### config.mk
export PLATFORM = sky130hd
export DESIGN_NAME = neuron_layer_mac
export DESIGN_NICKNAME = d
export VERILOG_FILES = /design/src/rtl/neuron_layer_pkg.sv /design/src/rtl/neuron_mac_cell.sv /design/src/rtl/neuron_layer_mac.sv
export SDC_FILE = /design/constraint.sdc
export NUM_CORES = 1
export LEC_CHECK = 0
export ABC_AREA = 0
export CORE_MARGIN = 2
export CORE_UTILIZATION = 30
export CTS_BUF_LIST = sky130_fd_sc_hd__clkbuf_8
export DETAILED_ROUTE_END_ITERATION = 6
export SLEW_MARGIN = 5
export SYNTH_ARGS = -nofsm -noshare
export SYNTH_HDL_FRONTEND = slang
export SYNTH_SLANG_ARGS = --single-unit
export TNS_END_PERCENT = 100
### constraint.sdc
create_clock -name clk -period 10.7 [get_ports clk]
set_input_delay 1.605 -clock clk [delete_from_list [all_inputs] [get_ports clk]]
set_output_delay 1.605 -clock clk [all_outputs]
set_load 0.02 [all_outputs]
### src/rtl/neuron_layer_pkg.sv
// Shared types and helpers for the neuron_layer_mac block.
//   state_e   : layer FSM states
//   clog2     : ceiling log2 (0 for n <= 1)
//   port_w    : clog2 clamped to at least 1 bit, used for index ports
//   params_ok : legality check of a parameter set (accumulator cannot wrap)
//   sat_relu  : clamp a rescaled accumulator to the signed DATA_W range, optional ReLU
package neuron_layer_pkg;

    typedef enum logic [1:0] {
        IDLE = 2'd0,
        MAC  = 2'd1,
        ACT  = 2'd2,
        OUT  = 2'd3
    } state_e;

    function automatic int clog2(input int n);
        int w;
        w = 0;
        while ((1 << w) < n) w++;
        return w;
    endfunction

    function automatic int port_w(input int n);
        return (clog2(n) < 1) ? 1 : clog2(n);
    endfunction

    // The saturation path goes through a longint, so ACC_W is capped at 64.
    function automatic bit params_ok(input int n_neurons, input int n_inputs, input int data_w,
                                     input int acc_w, input int frac_w);
        return (n_neurons >= 1) && (n_inputs >= 1) && (data_w >= 2) && (acc_w <= 64) &&
               (frac_w >= 0) && (frac_w < acc_w) &&
               (acc_w >= 2 * data_w + clog2(n_inputs) + 1);
    endfunction

    function automatic longint sat_relu(input longint y, input int data_w, input bit relu_en);
        longint hi, lo, r;
        hi = (longint'(1) <<< (data_w - 1)) - 1;
        lo = -(longint'(1) <<< (data_w - 1));
        r  = y;
        if (r > hi) r = hi;
        if (r < lo) r = lo;
        if (relu_en && (r < 0)) r = 0;
        return r;
    endfunction

endpackage

### src/rtl/neuron_mac_cell.sv
// One neuron: weight row + bias storage, accumulator and the output activation.
//   clk, rst           : clock, async active-low reset (clears weights, bias, accumulator)
//   wr_en/wr_addr/data : write weight (addr < N_INPUTS) or bias (addr == N_INPUTS)
//   load               : first element of a vector, acc = bias<<FRAC_W + x*w[idx]
//   accum              : later element, acc += x*w[idx]
//   finish             : result has been captured by the top, clear accumulator
//   idx, x             : element index and value shared by all neurons
//   res                : saturated / rectified result of the current accumulator
module neuron_mac_cell
    import neuron_layer_pkg::*;
#(
    parameter  int N_INPUTS = 4,
    parameter  int DATA_W   = 8,
    parameter  int ACC_W    = 20,
    parameter  int FRAC_W   = 0,
    parameter  bit RELU_EN  = 1'b1,
    localparam int AW       = port_w(N_INPUTS + 1),
    localparam int IW       = port_w(N_INPUTS)
) (
    input  logic              clk,
    input  logic              rst,
    input  logic              wr_en,
    input  logic [AW-1:0]     wr_addr,
    input  logic [DATA_W-1:0] wr_data,
    input  logic              load,
    input  logic              accum,
    input  logic              finish,
    input  logic [IW-1:0]     idx,
    input  logic [DATA_W-1:0] x,
    output logic [DATA_W-1:0] res
);
    localparam int PW = 2 * DATA_W;

    // Entry N_INPUTS holds the bias.
    logic signed [DATA_W-1:0] w_q [N_INPUTS+1];
    logic signed [DATA_W-1:0] w_d [N_INPUTS+1];
    logic signed [ACC_W-1:0]  acc_q, acc_d;
    logic signed [PW-1:0]     prod;
    longint                   y, sat;

    always_comb begin
        // Product uses the stored weight, so a write in the same cycle only
        // affects later vectors.
        prod = PW'(signed'(x)) * PW'(w_q[idx]);

        w_d = w_q;
        if (wr_en) w_d[wr_addr] = signed'(wr_data);

        acc_d = acc_q;
        if (load)        acc_d = (ACC_W'(w_q[N_INPUTS]) <<< FRAC_W) + ACC_W'(prod);
        else if (accum)  acc_d = acc_q + ACC_W'(prod);
        else if (finish) acc_d = '0;

        y   = longint'(acc_q) >>> FRAC_W;
        sat = sat_relu(y, DATA_W, RELU_EN);
        res = DATA_W'(sat);
    end

    always_ff @(posedge clk or negedge rst) begin
        if (!rst) begin
            for (int i = 0; i <= N_INPUTS; i++) w_q[i] <= '0;
            acc_q <= '0;
        end else begin
            w_q   <= w_d;
            acc_q <= acc_d;
        end
    end

endmodule

### src/rtl/neuron_layer_mac.sv
// Fully-connected neuron layer: streamed inputs, N_NEURONS parallel MACs,
// bias + rescale + saturate (+ ReLU), result vector on a valid/ready port.
//   clk, rst            : clock, async active-low reset
//   wt_we/neuron/addr/data : host weight/bias write, accepted only in IDLE
//   wt_err              : one-cycle pulse when a write was dropped
//   in_valid/ready/data : input element stream, index order 0..N_INPUTS-1
//   out_valid/ready/data: result vector, neuron k in bits [k*DATA_W +: DATA_W]
//   busy                : FSM not in IDLE
module neuron_layer_mac
    import neuron_layer_pkg::*;
#(
    parameter  int N_NEURONS = 4,
    parameter  int N_INPUTS  = 4,
    parameter  int DATA_W    = 8,
    parameter  int ACC_W     = 20,
    parameter  int FRAC_W    = 0,
    parameter  bit RELU_EN   = 1'b1,
    localparam int NW        = port_w(N_NEURONS),
    localparam int AW        = port_w(N_INPUTS + 1),
    localparam int IW        = port_w(N_INPUTS)
) (
    input  logic                          clk,
    input  logic                          rst,
    input  logic                          wt_we,
    input  logic [NW-1:0]                 wt_neuron,
    input  logic [AW-1:0]                 wt_addr,
    input  logic [DATA_W-1:0]             wt_data,
    output logic                          wt_err,
    input  logic                          in_valid,
    output logic                          in_ready,
    input  logic [DATA_W-1:0]             in_data,
    output logic                          out_valid,
    input  logic                          out_ready,
    output logic [N_NEURONS*DATA_W-1:0]   out_data,
    output logic                          busy
);
    generate
        if (!params_ok(N_NEURONS, N_INPUTS, DATA_W, ACC_W, FRAC_W)) begin : g_param_err
            $error("neuron_layer_mac: illegal parameters (need ACC_W >= 2*DATA_W + clog2(N_INPUTS) + 1, ACC_W <= 64)");
        end
    endgenerate

    state_e                           state_q, state_d;
    logic [IW-1:0]                    idx_q, idx_d;
    logic [N_NEURONS*DATA_W-1:0]      out_data_q, out_data_d;
    logic                             wt_err_q, wt_err_d;
    logic [N_NEURONS-1:0][DATA_W-1:0] res;
    logic                             in_hs, last, wr_ok, load, accum, finish;

    always_comb begin
        in_ready = (state_q == IDLE) || (state_q == MAC);
        in_hs    = in_valid && in_ready;
        last     = (idx_q == IW'(N_INPUTS - 1));
        load     = in_hs && (state_q == IDLE);
        accum    = in_hs && (state_q == MAC);
        finish   = (state_q == ACT);

        // Extra bit on the neuron compare: N_NEURONS may equal 2**NW.
        wr_ok    = wt_we && (state_q == IDLE) &&
                   ({1'b0, wt_neuron} < (NW+1)'(N_NEURONS)) &&
                   (wt_addr <= AW'(N_INPUTS));
        wt_err_d = wt_we && !wr_ok;

        state_d    = state_q;
        idx_d      = idx_q;
        out_data_d = out_data_q;
        if (in_hs) idx_d = last ? '0 : idx_q + 1'b1;

        case (state_q)
            IDLE:    if (in_hs) state_d = last ? ACT : MAC;
            MAC:     if (in_hs && last) state_d = ACT;
            ACT: begin
                state_d    = OUT;
                out_data_d = res;
            end
            OUT:     if (out_ready) state_d = IDLE;
            default: state_d = IDLE;
        endcase
    end

    always_ff @(posedge clk or negedge rst) begin
        if (!rst) begin
            state_q    <= IDLE;
            idx_q      <= '0;
            out_data_q <= '0;
            wt_err_q   <= 1'b0;
        end else begin
            state_q    <= state_d;
            idx_q      <= idx_d;
            out_data_q <= out_data_d;
            wt_err_q   <= wt_err_d;
        end
    end

    assign out_valid = (state_q == OUT);
    assign busy      = (state_q != IDLE);
    assign out_data  = out_data_q;
    assign wt_err    = wt_err_q;

    for (genvar k = 0; k < N_NEURONS; k++) begin : g_cell
        neuron_mac_cell #(
            .N_INPUTS (N_INPUTS),
            .DATA_W   (DATA_W),
            .ACC_W    (ACC_W),
            .FRAC_W   (FRAC_W),
            .RELU_EN  (RELU_EN)
        ) u_cell (
            .clk     (clk),
            .rst     (rst),
            .wr_en   (wr_ok && ({1'b0, wt_neuron} == (NW+1)'(k))),
            .wr_addr (wt_addr),
            .wr_data (wt_data),
            .load    (load),
            .accum   (accum),
            .finish  (finish),
            .idx     (idx_q),
            .x       (in_data),
            .res     (res[k])
        );
    end

endmodule

==> flow_metrics.py, run 1 <==
metrics = {
    "run_status": {
        "outcome": "finished, final reports clean",
    },
    "global_route": {
        "grt_max_degree": 113,
        "grt-ovfl-total": 0,
        "grt_pass1_vias": 20900,
        "grt_pass1_wl_mm": 113,
        "grtUsageTotal_pct": 14.9,
        "antenna_found_initial": 7,
    },
    "clocking": {
        "clock-sinks": 277,
        "cts.repair.resized": 0,
        "cts_hold_buf": 0,
        "htreeDepth": 2,
        "insertion_delay_ns": 0.67,
        "post-cts-setup-buffer-count": 0,
        "cts-root-buf": "clkbuf_8",
        "cts_made_buffers": 53,
        "clk_pin_slew_ns": 0.06,
        "cts_buffer_depth": 3,
        "cts_tree": "yes",
    },
    "logic_synthesis": {
        "ys_warn_count": 0,
        "synth-main-ff-cell": "dfrtp_1",
        "synth_area_um2": 28000,
        "synth_seq_area_share_pct": 24.8,
        "synth_area_per_cell_um2": 9.73,
        "synthTopCellsByArea": "dfrtp_1 25%, fa_1 16%, ha_1 12%",
        "synth-edff-count": 0,
        "synth_fp_nets": 3395,
        "synthDistinctLibCells": 77,
        "ys_async_sr_fraction_pct": 100,
        "synth_top_area_cell": "dfrtp_1",
        "netlist.area_leader.share_pct": 24.8,
        "synthCells": 2875,
        "ys_ff_latch": 277,
    },
    "timing": {
        "clock_skew_ns": 0.0466,
        "layout_min_cycle_time_ns": 8.44,
        "hold_viol": 0,
        "rsz0062_at_grt": "no",
        "slew_viol_final": 0,
        "fin_hold_ws_ns": 0.499,
        "fin_crit_sh_pct": 78.9,
        "max_freq_mhz": 118,
        "setup_tns_ns": 0,
        "worst_slew_pin_slew_ns": 1.22,
        "finalSetupViolCount": 0,
        "slew_headroom_pct": 18.2,
    },
    "routing": {
        "drtIter0Drc": 1059,
        "antenna_left": 0,
        "wire_per_inst_um": 16.5,
        "num_vias": 20200,
        "drt_first_pass_iters": 6,
        "viasPerCell": 4.81,
        "routed_wl_mm": 69.4,
        "drc": 0,
    },
    "setup_path": {
        "critPathRequiredTime_ns": 11.23,
        "cp_data_arrival_time_ns": 8.97,
        "start_kind": "input pin",
        "crit_type": "in -> reg",
        "cp-end-kind": "flop",
        "crit_path_max_fanout": 24,
        "slowest_delay_ns": 0.96,
        "slowest_stage": "clkdlybuf4s50_1",
    },
    "finish": {
        "nNetsFinal": 3440,
        "drive_gt1_share_pct": 12.3,
        "mostFrequentLayoutCells": "441 x inv_1, 276 x dfrtp_1, 265 x ha_1",
        "layout_commonest_cell": "inv_1",
        "syn2layout_area_growth_pct": 11.3,
    },
    "run": {
        "cap_violations": 0,
    },
    "die": {
        "die_h_um": 309,
        "start_util_pct": 30.4,
        "die-area_um2": 95700,
        "core_um2": 92100,
        "die_w_um": 309,
        "row_count": 111,
        "io_pins": 62,
    },
    "worst_hold_path": {
        "hp-class": "reg -> reg",
    },
    "placed_design": {
        "io_buffers": 61,
        "routabilityCongestion": 0.850,
        "hpwl_mm": 52.4,
    },
}
[synthesized netlist by cell type (all sizes together), types with 6 or more instances]
master  count
a211oi     14
a21o       49
a21oi     174
a221oi     40
a31oi      16
and2      189
and3       10
buf        11
clkbuf     88
dfrtp     277
fa        228
ha        266
inv       426
mux2      193
mux2i       6
mux4       28
nand2     147
nand2b     27
nand3      21
nand4       7
nor2      156
nor2b      24
nor3       25
nor3b       9
nor4       14
o211ai     12
o21a       28
o21ai      80
o21bai     27
o31ai      11
or2        10
or3        10
xnor2     134
xor2       45
[path summary, 6_finish.rpt]
check / startpoint / endpoint / slack [ns] / cells after the start
max: in_data[5] / g_cell[2].u_cell.acc_q[19]$_DFFE_PN0P_ / 2.26 / 26
min: g_cell[0].u_cell.w_q[17]$_DFFE_PN0P_ / g_cell[0].u_cell.w_q[17]$_DFFE_PN0P_ / 0.50 / 1
max reg2reg: idx_q[1]$_DFFE_PN0P_ / g_cell[2].u_cell.acc_q[19]$_DFFE_PN0P_ / 2.28 / 28
min reg2reg: g_cell[0].u_cell.w_q[17]$_DFFE_PN0P_ / g_cell[0].u_cell.w_q[17]$_DFFE_PN0P_ / 0.50 / 1
max in group asynchronous: rst / g_cell[0].u_cell.w_q[7]$_DFFE_PN0P_ / 7.59 / 3
min in group asynchronous: rst / g_cell[3].u_cell.w_q[15]$_DFFE_PN0P_ / 1.02 / 1
[logic make-up after synthesis]
group,count (synthesis),share of synthesized area (%)
mux,227,10.2
simple gates,664,12.2
flops,277,24.8
buf+inv,525,7.06
compound gates,509,11.9
fa+ha+maj,494,28.2
xor+xnor,179,5.61
[routing by layer]
metal  up-vias  global-route usage [%]  part of all wire (%)  routed length (um)
met5         -                       0                 0.059                  41
met4         6                    4.57                   2.8                1920
met3        94                    2.47                   4.3                2990
met2       331                    24.7                    47               32800
met1     10000                    19.8                    46               31600
li1       9760                       -                     -                   -
[worst max-delay path: cells and delay by family]
| family | cells | cell delay (ns) |
|---|---|---|
| AOI/OAI and AO/OA | 9 | 1.78 |
| xor gates and xnor gates | 2 | 0.83 |
| adders and majority gates | 6 | 2.79 |
| buffers and inverters | 5 | 1.19 |
| and+or+nand+nor | 4 | 0.74 |
[registers in the layout, indices dropped and copies added, names as in the netlist]
| register | cells |
|---|---|
| out_data | 32 |
| g_cell.u_cell.w_q | 160 |
| idx_q | 2 |
| wt_err | 1 |
| g_cell.u_cell.acc_q | 80 |
| state_q | 2 |
[per-stage QoR]
stage          util, %  setup slack, ns  std cells  area (um2)
2_1_floorplan        -             3.11       2875       28000
3_3_place_gp      32.6             1.69       4108       30000
3_5_place_dp      32.6             1.62       4108       30000
4_1_cts           33.8             2.27       4205       31100
5_1_grt           33.8             1.83       4207       31100
6_report          33.8             2.26       4207       31100
[cell type report]
class | instances | area [um2]
fillers | 9405 | 61000
diodes | 2 | 5.00
clock buffers | 65 | 895
flip-flops and latches | 277 | 6930
repair buffers | 89 | 826
multi-input cells | 2073 | 19100
well taps | 1243 | 1560
clock inverters | 32 | 224
inverters | 426 | 1600
Power of run 1 is not shown: default switching activity piles up to over one toggle a cycle in this logic, so the estimate is an artifact.
==> run 2: changes to the inputs <==
==> constraint.sdc (replaced) <==
create_clock -name clk -period 8.2 [get_ports clk]
set_input_delay 1.23 -clock clk [delete_from_list [all_inputs] [get_ports clk]]
set_output_delay 1.23 -clock clk [all_outputs]
set_load 0.02 [all_outputs]
==> flow_metrics.py, run 2 (synthesized netlist as in run 1, its figures left out) <==
metrics = {
    "run_status": {
        "outcome": "finished, final reports clean",
    },
    "finish": {
        "regMostFlops": "g_cell.u_cell.w_q",
        "nNetsFinal": 3448,
        "drive_gt1_share_pct": 12.5,
        "mostFrequentLayoutCells": "438 x inv_1, 276 x dfrtp_1, 265 x ha_1",
        "stdcell_area_um2": 31300,
        "syn2layout_area_growth_pct": 12.1,
        "multi_input_area_um2": 19100,
        "layoutNonFillerInstCount": 4212,
        "n_fill_cell": 9386,
        "ff_latch_area_um2": 6930,
        "layout_commonest_cell": "inv_1",
        "largest_reg_flops": 160,
    },
    "global_route": {
        "use_met1_pct": 19.4,
        "grtUsageTotal_pct": 14.7,
        "use_met3_pct": 1.84,
        "grt_busiest_layer": "met2",
        "grt_pass1_vias": 21100,
        "grt_pass1_wl_mm": 113,
        "grt-ovfl-total": 0,
        "use_met2_pct": 25.4,
        "antenna_found_initial": 3,
        "grt_max_degree": 163,
    },
    "setup_path": {
        "slowest_delay_ns": 0.54,
        "slowest_stage": "fa_1",
        "crit_path_max_fanout": 36,
        "cp_common_cell": "fa_1",
        "crit_type": "reg -> reg",
        "critPathRequiredTime_ns": 8.69,
        "cp_data_arrival_time_ns": 8.02,
        "start_kind": "flop",
        "cp-end-kind": "flop",
    },
    "worst_hold_path": {
        "hp-class": "reg -> reg",
    },
    "die": {
        "start_util_pct": 30.4,
        "die-area_um2": 95700,
        "core_um2": 92100,
        "die_h_um": 309,
        "io_pins": 62,
        "die_w_um": 309,
        "row_count": 111,
    },
    "clocking": {
        "cts_tree": "yes",
        "cts-root-buf": "clkbuf_8",
        "post-cts-setup-buffer-count": 0,
        "insertion_delay_ns": 0.68,
        "cts_buffer_depth": 3,
        "cts_made_buffers": 53,
        "cts.repair.resized": 0,
        "cts_hold_buf": 0,
        "clk_pin_slew_ns": 0.06,
        "htreeDepth": 2,
        "clock-sinks": 277,
    },
    "timing": {
        "fin_crit_sh_pct": 91.9,
        "fin_hold_ws_ns": 0.500,
        "slew_viol_final": 0,
        "slew_headroom_pct": 35.9,
        "layout_min_cycle_time_ns": 7.53,
        "worst_slew_pin_slew_ns": 0.960,
        "clock_skew_ns": 0.0604,
        "max_freq_mhz": 133,
        "rsz0062_at_grt": "no",
        "hold_viol": 0,
        "finalSetupViolCount": 0,
        "setup_tns_ns": 0,
    },
    "run": {
        "cap_violations": 0,
    },
    "routing": {
        "drt_first_pass_iters": 5,
        "routed_wl_mm": 68.8,
        "drtIter0Drc": 934,
        "wire_per_inst_um": 16.3,
        "drc": 0,
        "antenna_left": 0,
        "viasPerCell": 4.83,
        "num_vias": 20400,
    },
    "placed_design": {
        "routabilityCongestion": 0.829,
        "dp.cells": 4116,
        "hpwl_mm": 51.6,
        "placed_area_um2": 30200,
        "io_buffers": 61,
    },
}
-- run 2: worst paths after layout --
| path | from | endpoint | slack [ns] | cells past startpoint |
|---|---|---|---|---|
| worst min-delay path | g_cell[1].u_cell.w_q[23]$_DFFE_PN0P_ | g_cell[1].u_cell.w_q[23]$_DFFE_PN0P_ | 0.50 | 1 |
| worst max register to register | idx_q[1]$_DFFE_PN0P_ | g_cell[2].u_cell.acc_q[19]$_DFFE_PN0P_ | 0.67 | 30 |
| max in group asynchronous | rst | g_cell[0].u_cell.acc_q[19]$_DFFE_PN0P_ | 6.29 | 2 |
| min in group asynchronous | rst | g_cell[2].u_cell.w_q[11]$_DFFE_PN0P_ | 0.53 | 1 |
| worst min register to register | g_cell[1].u_cell.w_q[23]$_DFFE_PN0P_ | g_cell[1].u_cell.w_q[23]$_DFFE_PN0P_ | 0.50 | 1 |
| worst max-delay path | idx_q[1]$_DFFE_PN0P_ | g_cell[2].u_cell.acc_q[19]$_DFFE_PN0P_ | 0.67 | 30 |
-- run 2: layout make-up --
cell class	count	share of cell area (%)
multi-input combinational	2073	60.9
tap	1243	4.96
inverter	426	5.10
sequential	277	22.1
clock inverter	28	0.750
clock buffer	67	2.94
antenna	1	0.00798
timing repair buffer	97	3.23
-- run 2: per-layer routing --
layer / part of all wire, % / vias up
met4: 2.1 / 0
met3: 3.9 / 94
li1: - / 9775
met1: 46 / 10100
met5: 0 / -
met2: 48 / 361
-- run 2: per-stage QoR --
step                      worst slack (ns)  util [%]
after floorplan                      0.669         -
after global placement               0.234      32.8
after detailed placement             0.149      32.8
after CTS                            0.576      34.0
after global routing                 0.103      34.0
final                                0.666      34.0
-- run 2: worst max-delay path: cells and delay by family, from the launching register on --
kind            cells  cell delay, ns
xor+xnor            2            0.36
flops               1            0.42
compound gates     12            2.43
buf+inv             4            0.42
fa+ha+maj           6            2.70
simple gates        5            0.61
mux                 1            0.37
Power of run 2 is left out for the same reason.
==> run 3: changes to the inputs <==
--- a/config.mk
+++ b/config.mk
@@ -6,6 +6,7 @@
 export NUM_CORES = 1
 export LEC_CHECK = 0
 export ABC_AREA = 0
+export ABC_CLOCK_PERIOD_IN_PS = 8200
 export CORE_MARGIN = 2
 export CORE_UTILIZATION = 30
 export CTS_BUF_LIST = sky130_fd_sc_hd__clkbuf_8
==> results of run 3 <==
Final layout, timing and power as in run 2 (identical DEF).
Power of run 3 is left out for the same reason.
